<file path="src/rtl/dfr_phase_sequencer_if.sv">
// Reservoir-step / history / output-MAC handshake bundle for dfr_phase_sequencer.
// master = sequencer side, slave = reservoir + MAC datapath side.
interface dfr_phase_sequencer_if #(
  parameter int IN_ADDR_W   = 16,
  parameter int HIST_ADDR_W = 16,
  parameter int CNT_W       = 32
);
  logic                   step_req;
  logic                   step_ack;
  logic [IN_ADDR_W-1:0]   in_mem_addr;
  logic                   hist_we;
  logic [HIST_ADDR_W-1:0] hist_addr;
  logic                   mac_start;
  logic                   mac_done;
  logic [CNT_W-1:0]       sample_idx;

  modport master (
    output step_req, in_mem_addr, hist_we, hist_addr, mac_start, sample_idx,
    input  step_ack, mac_done
  );

  modport slave (
    input  step_req, in_mem_addr, hist_we, hist_addr, mac_start, sample_idx,
    output step_ack, mac_done
  );
endinterface

</file>
<file path="src/rtl/dfr_phase_sequencer.sv">
// Run-phase controller for the hybrid DFR core: INIT -> TRAIN -> TEST (with an
// output-MAC firing at every completed TEST sample), step handshake with the
// reservoir path and reservoir-history write addressing.
// Optional feature macro: DFR_SEQ_CYCLE_CNT_EN adds the dbg_cycles busy-cycle counter.
module dfr_phase_sequencer #(
  parameter int IN_ADDR_W   = 16,
  parameter int HIST_ADDR_W = 16,
  parameter int CNT_W       = 32
) (
  input  logic             clk,
  input  logic             rst,
  input  logic             start,
  input  logic             preserve_state,
  input  logic [CNT_W-1:0] num_init_steps,
  input  logic [CNT_W-1:0] num_train_steps,
  input  logic [CNT_W-1:0] num_test_steps,
  input  logic [CNT_W-1:0] num_steps_per_sample,
  output logic             busy,
  output logic             done,
  output logic             cfg_err,
  output logic [1:0]       phase,
  output logic             res_clear,
  dfr_phase_sequencer_if.master rsv
`ifdef DFR_SEQ_CYCLE_CNT_EN
  ,
  output logic [31:0]      dbg_cycles
`endif
);

  typedef enum logic [2:0] {
    S_IDLE, S_CHECK, S_CLEAR, S_INIT, S_TRAIN, S_TEST, S_MAC, S_DONE
  } state_t;

  // One extra headroom pair of bits so the three-way step sum cannot overflow.
  localparam int SW = CNT_W + 2;
  localparam logic [SW-1:0] ADDR_SPACE = {{(SW-1){1'b0}}, 1'b1} << IN_ADDR_W;

  state_t                 state_q, state_d;
  logic                   busy_q, busy_d;
  logic                   done_q, done_d;
  logic                   cfg_err_q, cfg_err_d;
  logic [1:0]             phase_q, phase_d;
  logic                   res_clear_q, res_clear_d;
  logic                   step_req_q, step_req_d;
  logic [IN_ADDR_W-1:0]   in_addr_q, in_addr_d;
  logic                   hist_we_q, hist_we_d;
  logic [HIST_ADDR_W-1:0] hist_addr_q, hist_addr_d;
  logic [HIST_ADDR_W-1:0] hist_cnt_q, hist_cnt_d;
  logic                   mac_start_q, mac_start_d;
  logic [CNT_W-1:0]       sample_idx_q, sample_idx_d;
  logic [CNT_W-1:0]       n_init_q, n_init_d;
  logic [CNT_W-1:0]       n_train_q, n_train_d;
  logic [CNT_W-1:0]       n_test_q, n_test_d;
  logic [CNT_W-1:0]       n_sps_q, n_sps_d;
  logic                   preserve_q, preserve_d;
  logic [CNT_W-1:0]       step_cnt_q, step_cnt_d;   // steps done in current phase
  logic [CNT_W-1:0]       smp_cnt_q, smp_cnt_d;     // TEST steps within current sample
  logic [CNT_W-1:0]       cur_n;
  logic [SW-1:0]          step_sum;
`ifdef DFR_SEQ_CYCLE_CNT_EN
  logic [31:0]            dbg_cycles_q, dbg_cycles_d;
`endif

  // Next-state and next-output computation for the whole sequencer.
  always_comb begin
    state_d      = state_q;
    busy_d       = busy_q;
    done_d       = 1'b0;
    cfg_err_d    = cfg_err_q;
    phase_d      = phase_q;
    res_clear_d  = 1'b0;
    step_req_d   = step_req_q;
    in_addr_d    = in_addr_q;
    hist_we_d    = 1'b0;
    hist_addr_d  = hist_addr_q;
    hist_cnt_d   = hist_cnt_q;
    mac_start_d  = 1'b0;
    sample_idx_d = sample_idx_q;
    n_init_d     = n_init_q;
    n_train_d    = n_train_q;
    n_test_d     = n_test_q;
    n_sps_d      = n_sps_q;
    preserve_d   = preserve_q;
    step_cnt_d   = step_cnt_q;
    smp_cnt_d    = smp_cnt_q;
    step_sum     = {2'b00, n_init_q} + {2'b00, n_train_q} + {2'b00, n_test_q};

    cur_n = '0;
    case (state_q)
      S_INIT:  cur_n = n_init_q;
      S_TRAIN: cur_n = n_train_q;
      S_TEST:  cur_n = n_test_q;
      default: cur_n = '0;
    endcase

    case (state_q)
      S_IDLE: begin
        if (start) begin
          state_d      = S_CHECK;
          busy_d       = 1'b1;
          cfg_err_d    = 1'b0;
          phase_d      = 2'd0;
          n_init_d     = num_init_steps;
          n_train_d    = num_train_steps;
          n_test_d     = num_test_steps;
          n_sps_d      = num_steps_per_sample;
          preserve_d   = preserve_state;
          in_addr_d    = '0;
          hist_cnt_d   = '0;
          hist_addr_d  = '0;
          sample_idx_d = '0;
          step_cnt_d   = '0;
          smp_cnt_d    = '0;
        end
      end
      S_CHECK: begin
        if (((n_test_q != '0) && (n_sps_q == '0)) || (step_sum > ADDR_SPACE)) begin
          cfg_err_d = 1'b1;
          done_d    = 1'b1;
          state_d   = S_DONE;
        end else begin
          res_clear_d = ~preserve_q;
          state_d     = S_CLEAR;
        end
      end
      S_CLEAR: begin
        state_d    = S_INIT;
        phase_d    = 2'd0;
        step_cnt_d = '0;
        step_req_d = (n_init_q != '0);
      end
      S_INIT, S_TRAIN, S_TEST: begin
        if (step_req_q) begin
          if (rsv.step_ack) begin
            step_req_d = 1'b0;
            in_addr_d  = in_addr_q + 1'b1;
            step_cnt_d = step_cnt_q + 1'b1;
            if (state_q != S_INIT) begin
              hist_we_d   = 1'b1;
              hist_addr_d = hist_cnt_q;
              hist_cnt_d  = hist_cnt_q + 1'b1;
            end
            if (state_q == S_TEST) begin
              if ((smp_cnt_q + 1'b1) == n_sps_q) begin
                smp_cnt_d   = '0;
                mac_start_d = 1'b1;
                phase_d     = 2'd3;
                state_d     = S_MAC;
              end else begin
                smp_cnt_d = smp_cnt_q + 1'b1;
              end
            end
          end
        end else if (step_cnt_q == cur_n) begin
          // Phase exhausted (or empty): move on, requesting at once if the next phase has work.
          step_cnt_d = '0;
          case (state_q)
            S_INIT: begin
              state_d    = S_TRAIN;
              phase_d    = 2'd1;
              step_req_d = (n_train_q != '0);
            end
            S_TRAIN: begin
              state_d    = S_TEST;
              phase_d    = 2'd2;
              step_req_d = (n_test_q != '0);
            end
            default: begin
              state_d = S_DONE;
              phase_d = 2'd0;
              done_d  = 1'b1;
            end
          endcase
        end else begin
          step_req_d = 1'b1;
        end
      end
      S_MAC: begin
        if (rsv.mac_done) begin
          sample_idx_d = sample_idx_q + 1'b1;
          if (step_cnt_q == n_test_q) begin
            state_d = S_DONE;
            phase_d = 2'd0;
            done_d  = 1'b1;
          end else begin
            state_d    = S_TEST;
            phase_d    = 2'd2;
            step_req_d = 1'b1;
          end
        end
      end
      S_DONE: begin
        state_d = S_IDLE;
        busy_d  = 1'b0;
        phase_d = 2'd0;
      end
      default: state_d = S_IDLE;
    endcase
  end

`ifdef DFR_SEQ_CYCLE_CNT_EN
  // Busy-cycle counter: restarts on an accepted launch, saturates, holds once idle.
  always_comb begin
    dbg_cycles_d = dbg_cycles_q;
    if ((state_q == S_IDLE) && start) begin
      dbg_cycles_d = '0;
    end else if (busy_q && (dbg_cycles_q != 32'hFFFF_FFFF)) begin
      dbg_cycles_d = dbg_cycles_q + 1'b1;
    end
  end
`endif

  // State and registered-output flops; reset aborts any run without a done pulse.
  always_ff @(posedge clk or posedge rst) begin
    if (rst) begin
      state_q      <= S_IDLE;
      busy_q       <= 1'b0;
      done_q       <= 1'b0;
      cfg_err_q    <= 1'b0;
      phase_q      <= 2'd0;
      res_clear_q  <= 1'b0;
      step_req_q   <= 1'b0;
      in_addr_q    <= '0;
      hist_we_q    <= 1'b0;
      hist_addr_q  <= '0;
      hist_cnt_q   <= '0;
      mac_start_q  <= 1'b0;
      sample_idx_q <= '0;
      n_init_q     <= '0;
      n_train_q    <= '0;
      n_test_q     <= '0;
      n_sps_q      <= '0;
      preserve_q   <= 1'b0;
      step_cnt_q   <= '0;
      smp_cnt_q    <= '0;
`ifdef DFR_SEQ_CYCLE_CNT_EN
      dbg_cycles_q <= '0;
`endif
    end else begin
      state_q      <= state_d;
      busy_q       <= busy_d;
      done_q       <= done_d;
      cfg_err_q    <= cfg_err_d;
      phase_q      <= phase_d;
      res_clear_q  <= res_clear_d;
      step_req_q   <= step_req_d;
      in_addr_q    <= in_addr_d;
      hist_we_q    <= hist_we_d;
      hist_addr_q  <= hist_addr_d;
      hist_cnt_q   <= hist_cnt_d;
      mac_start_q  <= mac_start_d;
      sample_idx_q <= sample_idx_d;
      n_init_q     <= n_init_d;
      n_train_q    <= n_train_d;
      n_test_q     <= n_test_d;
      n_sps_q      <= n_sps_d;
      preserve_q   <= preserve_d;
      step_cnt_q   <= step_cnt_d;
      smp_cnt_q    <= smp_cnt_d;
`ifdef DFR_SEQ_CYCLE_CNT_EN
      dbg_cycles_q <= dbg_cycles_d;
`endif
    end
  end

  assign busy            = busy_q;
  assign done            = done_q;
  assign cfg_err         = cfg_err_q;
  assign phase           = phase_q;
  assign res_clear       = res_clear_q;
  assign rsv.step_req    = step_req_q;
  assign rsv.in_mem_addr = in_addr_q;
  assign rsv.hist_we     = hist_we_q;
  assign rsv.hist_addr   = hist_addr_q;
  assign rsv.mac_start   = mac_start_q;
  assign rsv.sample_idx  = sample_idx_q;
`ifdef DFR_SEQ_CYCLE_CNT_EN
  assign dbg_cycles      = dbg_cycles_q;
`endif

endmodule

</file>
<file path="src/flat_wrapper.sv">
// flat-port wrapper written by rule: the top's interface ports become plain ports
module dfr_phase_sequencer_flat 
#(
  parameter int IN_ADDR_W   = 16,
  parameter int HIST_ADDR_W = 16,
  parameter int CNT_W       = 32
)
  (clk, rst, start, preserve_state, num_init_steps, num_train_steps, num_test_steps, num_steps_per_sample, busy, done, cfg_err, phase, res_clear, rsv_step_req, rsv_in_mem_addr, rsv_hist_we, rsv_hist_addr, rsv_mac_start, rsv_sample_idx, rsv_step_ack, rsv_mac_done);
  dfr_phase_sequencer_if #(.IN_ADDR_W(IN_ADDR_W), .HIST_ADDR_W(HIST_ADDR_W), .CNT_W(CNT_W)) rsv_i ();
  input  logic clk;
  input  logic rst;
  input  logic start;
  input  logic preserve_state;
  input  logic [CNT_W-1:0] num_init_steps;
  input  logic [CNT_W-1:0] num_train_steps;
  input  logic [CNT_W-1:0] num_test_steps;
  input  logic [CNT_W-1:0] num_steps_per_sample;
  output logic busy;
  output logic done;
  output logic cfg_err;
  output logic [1:0] phase;
  output logic res_clear;
  output wire logic [$bits(rsv_i.step_req)-1:0] rsv_step_req;
  output wire logic [$bits(rsv_i.in_mem_addr)-1:0] rsv_in_mem_addr;
  output wire logic [$bits(rsv_i.hist_we)-1:0] rsv_hist_we;
  output wire logic [$bits(rsv_i.hist_addr)-1:0] rsv_hist_addr;
  output wire logic [$bits(rsv_i.mac_start)-1:0] rsv_mac_start;
  output wire logic [$bits(rsv_i.sample_idx)-1:0] rsv_sample_idx;
  input wire logic [$bits(rsv_i.step_ack)-1:0] rsv_step_ack;
  input wire logic [$bits(rsv_i.mac_done)-1:0] rsv_mac_done;
  assign rsv_step_req = rsv_i.step_req;
  assign rsv_in_mem_addr = rsv_i.in_mem_addr;
  assign rsv_hist_we = rsv_i.hist_we;
  assign rsv_hist_addr = rsv_i.hist_addr;
  assign rsv_mac_start = rsv_i.mac_start;
  assign rsv_sample_idx = rsv_i.sample_idx;
  assign rsv_i.step_ack = rsv_step_ack;
  assign rsv_i.mac_done = rsv_mac_done;
  dfr_phase_sequencer #(.IN_ADDR_W(IN_ADDR_W), .HIST_ADDR_W(HIST_ADDR_W), .CNT_W(CNT_W)) u_core (.clk(clk), .rst(rst), .start(start), .preserve_state(preserve_state), .num_init_steps(num_init_steps), .num_train_steps(num_train_steps), .num_test_steps(num_test_steps), .num_steps_per_sample(num_steps_per_sample), .busy(busy), .done(done), .cfg_err(cfg_err), .phase(phase), .res_clear(res_clear), .rsv(rsv_i));
endmodule
</file>
<file path="config.mk">
export PLATFORM = sky130hd
export DESIGN_NAME = dfr_phase_sequencer_flat
export DESIGN_NICKNAME = d
export VERILOG_FILES = /design/src/rtl/dfr_phase_sequencer_if.sv /design/src/rtl/dfr_phase_sequencer.sv /design/src/flat_wrapper.sv
export SDC_FILE = /design/constraint.sdc
export NUM_CORES = 1
export LEC_CHECK = 0
export CAP_MARGIN = 0
export CELL_PAD_IN_SITES_DETAIL_PLACEMENT = 1
export CELL_PAD_IN_SITES_GLOBAL_PLACEMENT = 2
export CORE_AREA = 3 3 241 243
export DETAILED_ROUTE_END_ITERATION = 7
export DIE_AREA = 0 0 244 246
export PLACE_DENSITY = 0.8
export SETUP_SLACK_MARGIN = 0.02
export SYNTH_ARGS = -nofsm -noshare
export SYNTH_HDL_FRONTEND = slang
export SYNTH_SLANG_ARGS = --single-unit
</file>
<file path="constraint.sdc">
create_clock -name clk -period 13.58 [get_ports clk]
set_clock_uncertainty 0.05 [all_clocks]
set_input_delay 2.716 -clock clk [delete_from_list [all_inputs] [get_ports clk]]
set_output_delay 2.716 -clock clk [all_outputs]
set_load 0.01 [all_outputs]
</file>
; ---- Word-level counts from Yosys, hierarchy flattened
; Index checks and enable logic that the tools add are counted.
[op_classes]
n_addsub = 7
mul = 0
div = 0
magnitude_cmp = 1
eq_ne = 23
shifts = 0
muxes = 76
n_bitwise = 1
n_reduce_logical = 28
[ops]
columns = operator, count
row1 = 2-to-1 mux 32 bit, 9
row2 = case mux 32 bit (3 select lines), 2
row3 = 2-to-1 mux 16 bit, 9
row4 = case mux 32 bit (2 select lines), 2
row5 = "adder 32 x 1 -> 32 bit, second input constant", 3
row6 = equality test 32 bit, 3
row7 = case mux 16 bit (2 select lines), 3
row8 = nonzero test 32 bit, 3
row9 = adder 34 x 32 -> 34 bit, 1
row10 = "> comparator 34 x 17 -> 1 bit, second input constant", 1
row11 = adder 32 x 32 -> 33 bit, 1
row12 = "adder 16 x 1 -> 16 bit, second input constant", 2
row13 = logical NOT 32 bit, 1
row14 = 2-to-1 mux 1 bit, 25
row15 = 2-to-1 mux 3 bit, 8
row16 = 2-to-1 mux 2 bit, 9
row17 = case mux 3 bit (6 select lines), 1
row18 = "equality test 3 bit, second input constant", 4
row19 = AND reduction 5 bit, 2
row20 = "inequality test 3 bit, second input constant", 3
row21 = AND reduction 3 bit, 3
row22 = "inequality test 2 x 1 -> 1 bit, second input constant", 4
row23 = "inequality test 2 bit, second input constant", 4
row24 = case mux 2 bit (2 select lines), 2
row25 = 20 further kinds, 31
[totals]
register_bits = 285
latch_bits = 0
ram_bits = 0
mem_bits_ro = 0
input_bits = 134
output_inout_bits = 73
wordCells = 156
memories = 0

; ---- Logic depth before layout (Yosys ltp)
; Gate-level depths: netlist (run 1).
[logic_depth]
depth_word = 7
ltp_mapped = 24
mapped_depth_nobuf = 24

; ---- Least setup slack after synthesis (run 1)
; Ideal clock, no wire load.
[synth_path]
kind = register to register
start = register u_core.n_train_q[0]
end = register u_core.res_clear_q (netlist: u_core.res_clear)
setup_time_ns = 0.088
arrival_ns = 5.296
required_ns = 13.442
setup_slack_ns = 8.145
path_stages_with_launch = 24
n_path_buf = 0
synth_period_minus_slack_ns = 5.435
path_cell_list = dfrtp_1 -> ha_1 -> inv_1 -> fa_1 -> nor2b_1 -> o2111ai_1 -> and3_1 -> or4_1 -> a21boi_0 -> o21ai_0 -> a21boi_0 -> o31a_1 -> nor4b_1 -> a211o_1 -> ha_1 -> a21o_1 -> a21oi_1 -> o21ai_0 -> a41oi_1 -> mux2_2 -> a2111oi_0 -> nand4_1 -> a2111oi_2 -> nor3b_1
[synth_via]
elab_chain_len = 6
[synth_rtl]
columns = element, line
row1 = from (decl), dfr_phase_sequencer.sv:52  ; logic [CNT_W-1:0] n_train_q, n_train_d;
row2 = from (signal assigned), dfr_phase_sequencer.sv:254  ; n_train_q <= n_train_d;
row3 = adder 32 x 32 -> 33 bit, dfr_phase_sequencer.sv:86  ; step_sum = {2'b00, n_init_q} + {2'b00, n_train_q} + {2'b00, n_test_q};
row4 = adder 34 x 32 -> 34 bit, dfr_phase_sequencer.sv:86
row5 = > comparator 34 x 17 -> 1 bit, dfr_phase_sequencer.sv:117  ; if (((n_test_q != '0) && (n_sps_q == '0)) || (step_sum > ADDR_SPACE)) begin
row6 = logical OR 1 bit, dfr_phase_sequencer.sv:117
row7 = 2-to-1 mux 1 bit, dfr_phase_sequencer.sv:117
row8 = 2-to-1 mux 1 bit, dfr_phase_sequencer.sv:96  ; case (state_q)
row9 = named net u_core.res_clear_d, dfr_phase_sequencer.sv:43  ; logic res_clear_q, res_clear_d;
row10 = to (signal assigned), dfr_phase_sequencer.sv:245  ; res_clear_q <= res_clear_d;
row11 = to (decl), dfr_phase_sequencer.sv:43
; The timed path passes the listed nets, and every way through them passes these cells.
; A chain may end at the register's enable or synchronous reset.

; ---- Worst setup path after layout (run 1)
[layout_path]
start = register u_core.n_init_q[0]
end = register u_core.cfg_err_q (netlist: u_core.cfg_err)
[layout_via]
elab_chain_len = 6
[layout_rtl]
columns = element, line
row1 = from (decl), dfr_phase_sequencer.sv:51  ; logic [CNT_W-1:0] n_init_q, n_init_d;
row2 = from (signal assigned), dfr_phase_sequencer.sv:253  ; n_init_q <= n_init_d;
row3 = adder 32 x 32 -> 33 bit, dfr_phase_sequencer.sv:86
row4 = adder 34 x 32 -> 34 bit, dfr_phase_sequencer.sv:86
row5 = > comparator 34 x 17 -> 1 bit, dfr_phase_sequencer.sv:117
row6 = logical OR 1 bit, dfr_phase_sequencer.sv:117
row7 = inequality test 2 x 1 -> 1 bit (no source line), n/a
row8 = AND reduction 3 bit (no source line), n/a
row9 = to (signal assigned), dfr_phase_sequencer.sv:243  ; cfg_err_q <= cfg_err_d;
row10 = to (decl), dfr_phase_sequencer.sv:41  ; logic cfg_err_q, cfg_err_d;
; No other way between the ends.

==> run_results.csv, run 1 <==
group,metric,value,unit
die,ios,207,
grt,grt_max_degree,104,
die,core,56200,sq um
placement,hpwl,55.8,mm
grt,grt_use_met1,35.7,%
clock_network,cts_buffers,37,
pwr,p_per_area,256,nW/um^2
timing,drv_slew,0,
setup_path,path_buf_inv,1,
clock_network,clk_latency,0.57,ns
synthesis,synth_seq_area_share,36.6,%
route,drt-pass1-iter-count,7,
placement,gp_congestion,0.912,
die,die_area,60000,sq um
clock_network,postCtsSetupRepairBufs,0,
placement,dp_slack,6.86,ns
synthesis,yosysUniqueCellTypes,80,
synthesis,synth_cells,2389,
die,rows,87,
clock_network,root_buffer,"clkbuf_16",
synthesis,yosysWarningCount,0,
timing,clock.fmax,148,MHz
grt,grt_pass1_wl,114,mm
setup_path,end_kind,"flop",
route,dr_total_vias,19100,
synthesis,synth-seq-cells,285,
pwr,power_switching,0.00300,W
grt,first_global_vias,19100,
clock_network,ctsLongestPathBuffers,3,
route,wl_per_cell,22.5,um
placement,dpl-instance-area,22100,sq um
clock_network,cts_tree,"done",
grt,antenna_found_initial,0,
synthesis,avgSynthCellArea,8.16,sq um
layout,drive_above_1_share,4.37,%
run,drv_cap,0,
timing,finalHoldViolations,0,
setup_path,path_class,"flop to flop",
timing,fin_crit,6.75,ns
layout,syn_to_final_growth,19.7,%
synthesis,synth-main-ff-cell,"dfrtp_1",
layout,final_util,41.6,%
route,ant_nets,0,
layout,final_common_cell,"nand2_1",
pwr,ir_drop,0.0952,mV
route,drt-initial-drc-count,1519,
route,routed_wl,74.3,mm
clock_network,clkTransAtPathRegs,0.06,ns
pwr,p_int,0.00297,W
setup_path,worstPathArrival,7.11,ns
die,fp.dieW,244,um
synthesis,syn_area,19500,sq um
grt,track_usage,24.1,%
synthesis,syn_nets,2597,
setup_path,crit_family,"compound AO/OA/AOI/OAI gates",
setup_path,critPathRequiredTime,13.94,ns
timing,setup_tns,0,ns
layout,mostFrequentLayoutCells,"nand2_1 (554), dfrtp_1 (282), clkdlybuf4s50_1 (206)",
setup_path,cp_common_cell,"o21ai_0",
die,start_util,34.7,%
grt,overflow,0,
timing,fin_ws,6.83,ns
timing,fin_crit_sh,49.7,%
setup_path,regToRegSetupSlack,6.83,ns
pwr,clock_power_share,17.0,%
grt,gr-usage-met2,37.2,%
timing,tightest_slew,1.13,ns
timing,fin_hold_ws,0.388,ns
placement,io_buffers,206,
synthesis,synth_edf_count,0,
clock_network,ctsResizeCount,0,
timing,rsz0062_at_grt,"false",
clock_network,hold_buffers,0,
grt,busiest_layer,"met2",
setup_path,cp_cell_sequence,"ha_1, inv_1, fa_1, nor2b_1, o2111ai_1, and3_1, or4_1, a21boi_0, o21ai_0, a21boi_0, o31a_1, nor4b_1, a211o_1, ha_1, a21o_1, a21oi_1, o21ai_0, a41oi_1, mux2_2, a2111oi_0, nand4_1, a2111oi_2, o21ai_0",
pwr,sequentialPowerShare,24.6,%
clock_network,cts_max_level,2,
setup_path,startpoint_type,"flop",
timing,relSlewSlack,24.8,%
pwr,pwr-share-comb,58.4,%
setup_path,cp_max_fo,5,
route,drcViolationCount,0,
pwr,switching_share,50.2,%
outcome,status,"completed",
worst_hold_path,min_path_type,"flop to flop",
layout,diodes,0,
grt,met3_usage,3.40,%
setup_path,critPathSlowestCell,"a2111oi_2",
layout,fin_area,23300,sq um
route,viasPerCell,5.78,
clock_network,cts_num_sinks,285,
pwr,p_leak,10.0,nW
layout,num-nets-final,2723,
die,die_h,246,um
setup_path,max_stage_delay,0.68,ns
synthesis,synthArstFlopShare,100,%
timing,setup_viol,0,
[power by group through the flow]
stage	sequential [W]	combinational [W]	clock, W
2_1_floorplan	0.00126	0.00247	0
3_3_place_gp	0.00146	0.00336	0
3_5_place_dp	0.00147	0.00341	0
4_1_cts	0.00146	0.00343	0.00105
5_1_grt	0.00149	0.00382	0.00108
6_report	0.00147	0.00349	0.00102
[metrics by stage]
stage / total power, W / cells
after global placement: 0.00482 / 3232
after detailed placement: 0.00488 / 3232
after CTS: 0.00593 / 3297
after floorplan: 0.00373 / 2389
after global routing: 0.00639 / 3297
final: 0.00597 / 3297
[cell type report]
cell class / count / area (sq um)
multi-input combinational: 1927 / 11700
clock buffer: 48 / 1030
sequential: 285 / 7140
inverter: 41 / 161
tap: 756 / 946
timing repair buffer: 223 / 2190
clock inverter: 17 / 224
fill: 6738 / 32800
[path summary, 6_finish.rpt]
kind                       cells past startpoint                   endpoint          startpoint
max in group asynchronous                      4       u_core.smp_cnt_q[15]                 rst
max                                           23             u_core.cfg_err  u_core.n_init_q[0]
min in group asynchronous                      2  u_core.rsv.in_mem_addr[9]                 rst
max reg2reg                                   23             u_core.cfg_err  u_core.n_init_q[0]
min reg2reg                                    1           u_core.res_clear   u_core.preserve_q
min                                            1           u_core.res_clear   u_core.preserve_q
[routing by layer]
layer / up-vias / share of wire [%] / wire length, um
met3: 88 / 5.4 / 3980
met5: - / 0 / 0
met2: 519 / 44 / 32800
met4: 0 / 1.9 / 1400
met1: 9592 / 49 / 36100
li1: 8862 / - / -
[cells in the mapped netlist, drive strengths merged (15+ instances only)]
cell / instances / area share [%]
o31ai: 36 / 1.4
or3: 22 / 0.71
nand4bb: 22 / 1.3
ha: 72 / 4.6
xnor2: 88 / 4.0
nor2b: 25 / 0.80
dfrtp: 285 / 37
nand4b: 64 / 2.9
nand2: 555 / 11
nand3: 80 / 2.1
inv: 41 / 0.79
xor2: 68 / 3.1
buf: 48 / 1.3
clkbuf: 88 / 1.7
o21ai: 144 / 3.7
nor4: 49 / 1.7
a31oi: 51 / 1.6
nor4b: 19 / 0.92
a21oi: 94 / 2.4
nand4: 85 / 2.8
and3: 36 / 1.2
and4: 27 / 1.2
a21o: 30 / 1.2
nor3: 26 / 0.74
nor2: 148 / 2.8
a211oi: 15 / 0.58
[state kept, by name, summed over array words and instances (netlist names), 2 cells and up]
name and flops:
u_core.rsv.hist_addr 16, u_core.n_init_q 32, u_core.n_test_q 32, u_core.n_sps_q 32, u_core.phase 2, u_core.rsv.in_mem_addr 16, u_core.state_q 3, u_core.hist_cnt_q 16
u_core.step_cnt_q 32, u_core.smp_cnt_q 32, u_core.rsv.sample_idx 32, u_core.n_train_q 32
[kinds of logic (layout without fill, tap and decap cells)]
group                      after synthesis  in the layout  share of synthesized area, %
DFF                                    285            285                          36.6
AOI/OAI and AO/OA                      471            471                          15.3
xor gates and xnor gates               156            156                          7.00
and+or+nand+nor                       1218           1218                          32.2
adders and majority gates               74             74                          4.82
muxes                                    8              8                         0.430
buffers and inverters                  177            329                          3.75
Power figures use the tool's default switching activity.
==> run 2, diff against run 1 <==
--- a/config.mk
+++ b/config.mk
@@ -8,10 +8,10 @@
 export CAP_MARGIN = 0
 export CELL_PAD_IN_SITES_DETAIL_PLACEMENT = 1
 export CELL_PAD_IN_SITES_GLOBAL_PLACEMENT = 2
-export CORE_AREA = 3 3 241 243
+export CORE_AREA = 3 3 255 257
 export DETAILED_ROUTE_END_ITERATION = 7
-export DIE_AREA = 0 0 244 246
-export PLACE_DENSITY = 0.8
+export DIE_AREA = 0 0 258 260
+export PLACE_DENSITY = 0.75
 export SETUP_SLACK_MARGIN = 0.02
 export SYNTH_ARGS = -nofsm -noshare
 export SYNTH_HDL_FRONTEND = slang
==> constraint.sdc (replaced) <==
create_clock -name clk -period 5.5 [get_ports clk]
set_clock_uncertainty 0.05 [all_clocks]
set_input_delay 1.1 -clock clk [delete_from_list [all_inputs] [get_ports clk]]
set_output_delay 1.1 -clock clk [all_outputs]
set_load 0.01 [all_outputs]
==> run 2 against run 1 <==
The flow now finishes with violations (negative setup slack). Critical path type unchanged. Via count grew 2.2%. Clock power grew to 2.6 times the previous value. Total power grew to 2.8 times the previous value. Fmax grew 20%. Core utilization shrank 1.8 points. Routed wire length grew 4.3%. Flip-flop and latch count is the same.
==> run_results.csv, run 2 (synthesis gave the netlist of run 1 again) <==
group,metric,value,unit
outcome,status,"complete, but fails checks",
outcome,violations,"negative setup slack",
layout,final_cells,3548,
layout,fillerInstances,7394,
setup_path,r2r-start,"u_core.n_train_q[0]",
clock_network,clk_latency,0.57,ns
route,wl_per_cell,21.8,um
layout,mostFrequentLayoutCells,"nand2_1 (554), dfrtp_1 (282), clkdlybuf4s50_1 (206)",
pwr,pwr-share-comb,63.2,%
grt,antenna_found_initial,1,
timing,fin_crit_sh,102,%
die,fp.dieW,258,um
setup_path,path_class,"flop to flop",
setup_path,cp_max_fo,5,
layout,syn_to_final_growth,28.4,%
clock_network,hold_buffers,0,
timing,setup_viol,5,
grt,grt_pass1_wl,119,mm
pwr,p_int,0.00887,W
setup_path,worstPathArrival,6.04,ns
worst_hold_path,min_path_type,"flop to flop",
worst_hold_path,hp-start,"u_core.rsv.hist_addr[5]",
layout,final_common_cell,"nand2_1",
layout,fin_area,25000,sq um
layout,drive_above_1_share,11.4,%
setup_path,r2r_end,"u_core.res_clear",
timing,clock.fmax,178,MHz
grt,grt_max_degree,111,
layout,final_util,39.8,%
timing,tightest_slew,1.23,ns
route,drt-pass1-iter-count,5,
grt,first_global_vias,20100,
route,ant_nets,0,
worst_hold_path,min_to,"u_core.rsv.hist_addr[5]",
clock_network,cts_num_sinks,285,
setup_path,rr_worst_depth,25,
die,die_h,260,um
setup_path,critPathRequiredTime,5.94,ns
timing,rsz0062_at_grt,"true",
route,drcViolationCount,0,
placement,gp_congestion,0.898,
clock_network,cts_tree,"done",
placement,dpl-instance-area,23300,sq um
placement,dp_cells,3463,
layout,num-nets-final,2879,
die,rows,92,
setup_path,startpoint_type,"flop",
route,viasPerCell,5.49,
setup_path,end_kind,"flop",
worst_hold_path,hold_depth,2,
route,drt-initial-drc-count,1287,
timing,fin_crit,5.60,ns
timing,finalHoldViolations,0,
route,routed_wl,77.5,mm
die,start_util,31.0,%
pwr,p_leak,10.9,nW
die,core,63000,sq um
placement,io_buffers,206,
clock_network,cts_buffers,37,
die,die_area,67100,sq um
grt,track_usage,22.5,%
clock_network,ctsLongestPathBuffers,3,
placement,dp_slack,-0.837,ns
timing,drv_slew,0,
clock_network,clkTransAtPathRegs,0.06,ns
pwr,sequentialPowerShare,20.9,%
timing,fin_ws,-0.103,ns
pwr,ir_drop,0.299,mV
clock_network,root_buffer,"clkbuf_16",
setup_path,regToRegSetupSlack,-0.10,ns
pwr,switching_share,47.6,%
grt,overflow,0,
run,drv_cap,0,
timing,relSlewSlack,17.2,%
placement,hpwl,58.7,mm
pwr,power_switching,0.00807,W
pwr,clock_power_share,15.8,%
clock_network,cts_max_level,2,
die,ios,207,
route,dr_total_vias,19500,
pwr,p_per_area,676,nW/um^2
pwr,total_power,0.0169,W
run 2: cell types whose count changed in the layout (fill, tap and decap cells not counted), moves of 5 or more:
cell	previous run	this run
buf_12	0	6
o21ai_2	2	7
o21ai_0	89	80
buf_4	17	166
a21oi_2	1	8
a21oi_1	93	85
run 2: power groups by stage:
| stage | clock, W | sequential, W | combinational, W |
|---|---|---|---|
| after floorplan | 0 | 0.00311 | 0.00610 |
| after global placement | 0 | 0.00354 | 0.00973 |
| after detailed placement | 0 | 0.00356 | 0.00993 |
| after CTS | 0.00277 | 0.00353 | 0.0103 |
| after global routing | 0.00285 | 0.00361 | 0.0117 |
| final | 0.00268 | 0.00354 | 0.0107 |
run 2: worst max path at each step:
stage               slack (ns)                start          endpoint  depth (start not counted)
CTS                      -0.18  u_core.n_train_q[0]  u_core.res_clear                         25
detailed placement       -0.84  u_core.n_train_q[0]  u_core.res_clear                         25
global route             -0.33  u_core.n_train_q[0]  u_core.res_clear                         25
global placement         -0.66  u_core.n_train_q[0]  u_core.res_clear                         25
floorplan                 0.07  u_core.n_train_q[0]  u_core.res_clear                         23
finish                   -0.10  u_core.n_train_q[0]  u_core.res_clear                         25
run 2: area by class of cell:
class / count / area [sq um] / area share [%]
Clock buffer: 50 / 1040 / 4.17
Inverter: 41 / 158 / 0.629
Timing Repair Buffer: 379 / 3440 / 13.7
Antenna cell: 2 / 5.00 / 0.0200
Multi-Input combinational cell: 1927 / 11900 / 47.5
Clock inverter: 18 / 302 / 1.20
Sequential cell: 285 / 7140 / 28.5
Tap cell: 846 / 1060 / 4.23
run 2: what timing repair did:
| action | CTS | global route |
|---|---|---|
| pin swaps | 24 | 30 |
| setup buffers | 6 | 9 |
| gates resized for setup | 42 | 19 |
| setup endpoints to repair | 5 | 5 |
run 2: per-layer routing:
layer	GRT usage (%)	vias to the layer above	part of all wire, %
li1	-	9191	-
met1	31.0	9775	46
met2	36.6	424	46
met3	3.95	90	5.7
met4	5.72	0	2.2
met5	0	-	0
run 2: critical path, cell delays in order (launching register included):
cell       delay, ns
dfrtp_1         0.36
ha_2            0.19
inv_1           0.06
fa_2            0.37
nor2b_4         0.14
o2111ai_2       0.12
and3_4          0.20
or4_4           0.56
a21boi_2        0.20
o21ai_2         0.08
a21boi_1        0.13
buf_4           0.14
o31a_1          0.16
nor4b_1         0.06
a211o_1         0.32
ha_4            0.25
a21o_1          0.19
a21oi_4         0.23
o21ai_2         0.09
a41oi_2         0.20
mux2_4          0.33
a2111oi_4       0.27
nand4_1         0.20
a2111oi_4       0.26
buf_6           0.18
nor3b_2         0.15
run 2: metrics by stage:
| step | TNS [ns] | hold WS [ns] |
|---|---|---|
| 2_1_floorplan | 0 | 0.357 |
| 3_3_place_gp | -3.14 | 0.401 |
| 3_5_place_dp | -3.90 | 0.406 |
| 4_1_cts | -0.818 | 0.415 |
| 5_1_grt | -1.51 | 0.432 |
| 6_report | -0.385 | 0.410 |
==> run 3, diff against run 2 <==
--- a/config.mk
+++ b/config.mk
@@ -12,6 +12,7 @@
 export DETAILED_ROUTE_END_ITERATION = 7
 export DIE_AREA = 0 0 258 260
 export PLACE_DENSITY = 0.75
+export REMOVE_ABC_BUFFERS = 1
 export SETUP_SLACK_MARGIN = 0.02
 export SYNTH_ARGS = -nofsm -noshare
 export SYNTH_HDL_FRONTEND = slang
==> run 3 against run 2 <==
The run now ends clean. Global-route usage decreased by 0.17 points. Total power decreased by 4.3%. Clock power increased by 3%. Die area unchanged. Via count decreased by 1.1%. Cell count decreased by 1.1%. Combinational power decreased by 8%. Count of clock-buffer cells in the layout increased by 1. Critical path depth decreased by 2. Routed wire length decreased by 1.6%. Critical endpoint unchanged. Largest power group unchanged.
==> run_results.csv, run 3 (synthesis gave the netlist of run 1 again) <==
group,metric,value,unit
outcome,status,"completed",
timing,tightest_slew,1.33,ns
placement,dpl-instance-area,23000,sq um
pwr,p_per_area,654,nW/um^2
placement,hpwl,56.8,mm
die,fp.dieW,258,um
placement,gp_congestion,0.889,
grt,overflow,0,
grt,track_usage,22.4,%
pwr,ir_drop,0.293,mV
pwr,clock_power_share,17.0,%
setup_path,worstPathArrival,5.77,ns
die,ios,207,
clock_network,cts_num_sinks,285,
timing,relSlewSlack,11.3,%
timing,finalHoldViolations,0,
die,core,63000,sq um
die,rows,92,
setup_path,end_kind,"flop",
grt,grt_max_degree,110,
clock_network,cts_max_level,2,
run,drv_cap,0,
die,die_area,67100,sq um
route,dr_total_vias,19300,
pwr,power_switching,0.00775,W
route,drcViolationCount,0,
worst_hold_path,min_path_type,"flop to flop",
timing,fin_crit_sh,97.0,%
route,drt-initial-drc-count,1395,
clock_network,cts_buffers,40,
pwr,p_int,0.00846,W
die,die_h,260,um
layout,mostFrequentLayoutCells,"nand2_1 (553), dfrtp_1 (282), clkdlybuf4s50_1 (206)",
timing,fin_crit,5.33,ns
clock_network,clkTransAtPathRegs,0.06,ns
die,start_util,31.0,%
setup_path,critPathRequiredTime,5.94,ns
setup_path,startpoint_type,"flop",
pwr,switching_share,47.8,%
timing,clock.fmax,187,MHz
clock_network,hold_buffers,0,
clock_network,clk_latency,0.58,ns
setup_path,path_class,"flop to flop",
pwr,pwr-share-comb,60.6,%
route,wl_per_cell,21.7,um
clock_network,cts_tree,"done",
route,routed_wl,76.3,mm
layout,num-nets-final,2839,
layout,fillerInstances,7387,
placement,io_buffers,206,
layout,fin_area,24800,sq um
pwr,sequentialPowerShare,22.5,%
clock_network,ctsLongestPathBuffers,3,
pwr,p_leak,10.7,nW
timing,setup_viol,0,
timing,rsz0062_at_grt,"true",
grt,grt_pass1_wl,119,mm
grt,first_global_vias,20100,
layout,final_util,39.4,%
route,drt-pass1-iter-count,5,
timing,setup_tns,0,ns
layout,syn_to_final_growth,27.2,%
worst_hold_path,hold_depth,1,
route,ant_nets,0,
layout,drive_above_1_share,10.7,%
clock_network,root_buffer,"clkbuf_16",
timing,drv_slew,0,
setup_path,rr_worst_depth,23,
setup_path,cp_max_fo,5,
route,viasPerCell,5.49,
grt,antenna_found_initial,1,
layout,final_common_cell,"nand2_1",
run 3: changes by cell type in the layout (fill, tap and decap cells not counted), moves of 3 or more:
cell | before | now
buf_4 | 166 | 126
bufinv_16 | 6 | 3
a211oi_1 | 14 | 11
clkinv_2 | 6 | 10
a211oi_2 | 1 | 4
clkbuf_16 | 37 | 41
clkbuf_1 | 6 | 1
o21ai_0 | 80 | 83
buf_12 | 6 | 2
run 3: power by group through the flow:
stage | clock, W | combinational, W | sequential, W
global placement | 0 | 0.00883 | 0.00364
global route | 0.00291 | 0.0108 | 0.00372
floorplan | 0 | 0.00577 | 0.00329
finish | 0.00275 | 0.00982 | 0.00364
CTS | 0.00283 | 0.00932 | 0.00363
detailed placement | 0 | 0.00897 | 0.00366
run 3: cell type report:
cell class	instances	area, sq um	area share (%)
Multi-Input combinational cell	1927	12000	48.2
Sequential cell	285	7140	28.8
Timing Repair Buffer	336	3070	12.4
Clock buffer	51	1150	4.65
Tap cell	846	1060	4.27
Clock inverter	23	253	1.02
Inverter	41	161	0.651
Antenna cell	1	2.50	0.0101
run 3: worst paths after layout:
kind | startpoint | end | slack [ns]
setup / recovery | u_core.n_train_q[6] | u_core.res_clear | 0.17
hold / removal | u_core.preserve_q | u_core.res_clear | 0.41
setup reg to reg | u_core.n_train_q[6] | u_core.res_clear | 0.17
hold reg to reg | u_core.preserve_q | u_core.res_clear | 0.41
max in group asynchronous | rst | u_core.rsv.hist_addr[7] | 3.19
min in group asynchronous | rst | u_core.n_sps_q[3] | 1.03
run 3: through the flow:
step / total power, W / hold slack (ns) / instances / worst slack, ns
global route: 0.0174 / 0.430 / 3509 / -0.0708
finish: 0.0162 / 0.413 / 3510 / 0.166
floorplan: 0.00906 / 0.357 / 2253 / -3.51
detailed placement: 0.0126 / 0.375 / 3426 / -0.442
global placement: 0.0125 / 0.370 / 3426 / -0.371
CTS: 0.0158 / 0.412 / 3504 / 0.00960
run 3: worst max-delay path, stage by stage, from the launching register on:
cell       delay (ns)
dfrtp_1          0.38
ha_1             0.36
a211o_1          0.33
o31ai_2          0.34
a21oi_2          0.13
a211oi_2         0.27
buf_4            0.18
o31ai_4          0.09
o311ai_1         0.37
buf_4            0.18
nand3b_1         0.08
a21oi_1          0.19
xnor2_1          0.14
ha_1             0.33
buf_4            0.20
nand3_1          0.15
nor2_1           0.08
a211oi_2         0.30
o31ai_4          0.12
xnor2_1          0.17
nand3_1          0.14
a2111oi_4        0.32
buf_4            0.20
nor3b_2          0.15
run 3: layer usage:
metal  up-vias  track usage [%]  routed length [um]
met4         0             6.69                2160
met3       114             3.48                3560
li1       9097                -                   -
met1      9610             29.4               34000
met2       437             37.8               36500
met5         -                0                   0
run 3: timing repair:
action,4_1_cts,5_1_grt
setup buffers,4,5
resized for setup,31,40
pin swaps,17,37
endpoints found under the setup margin,5,5
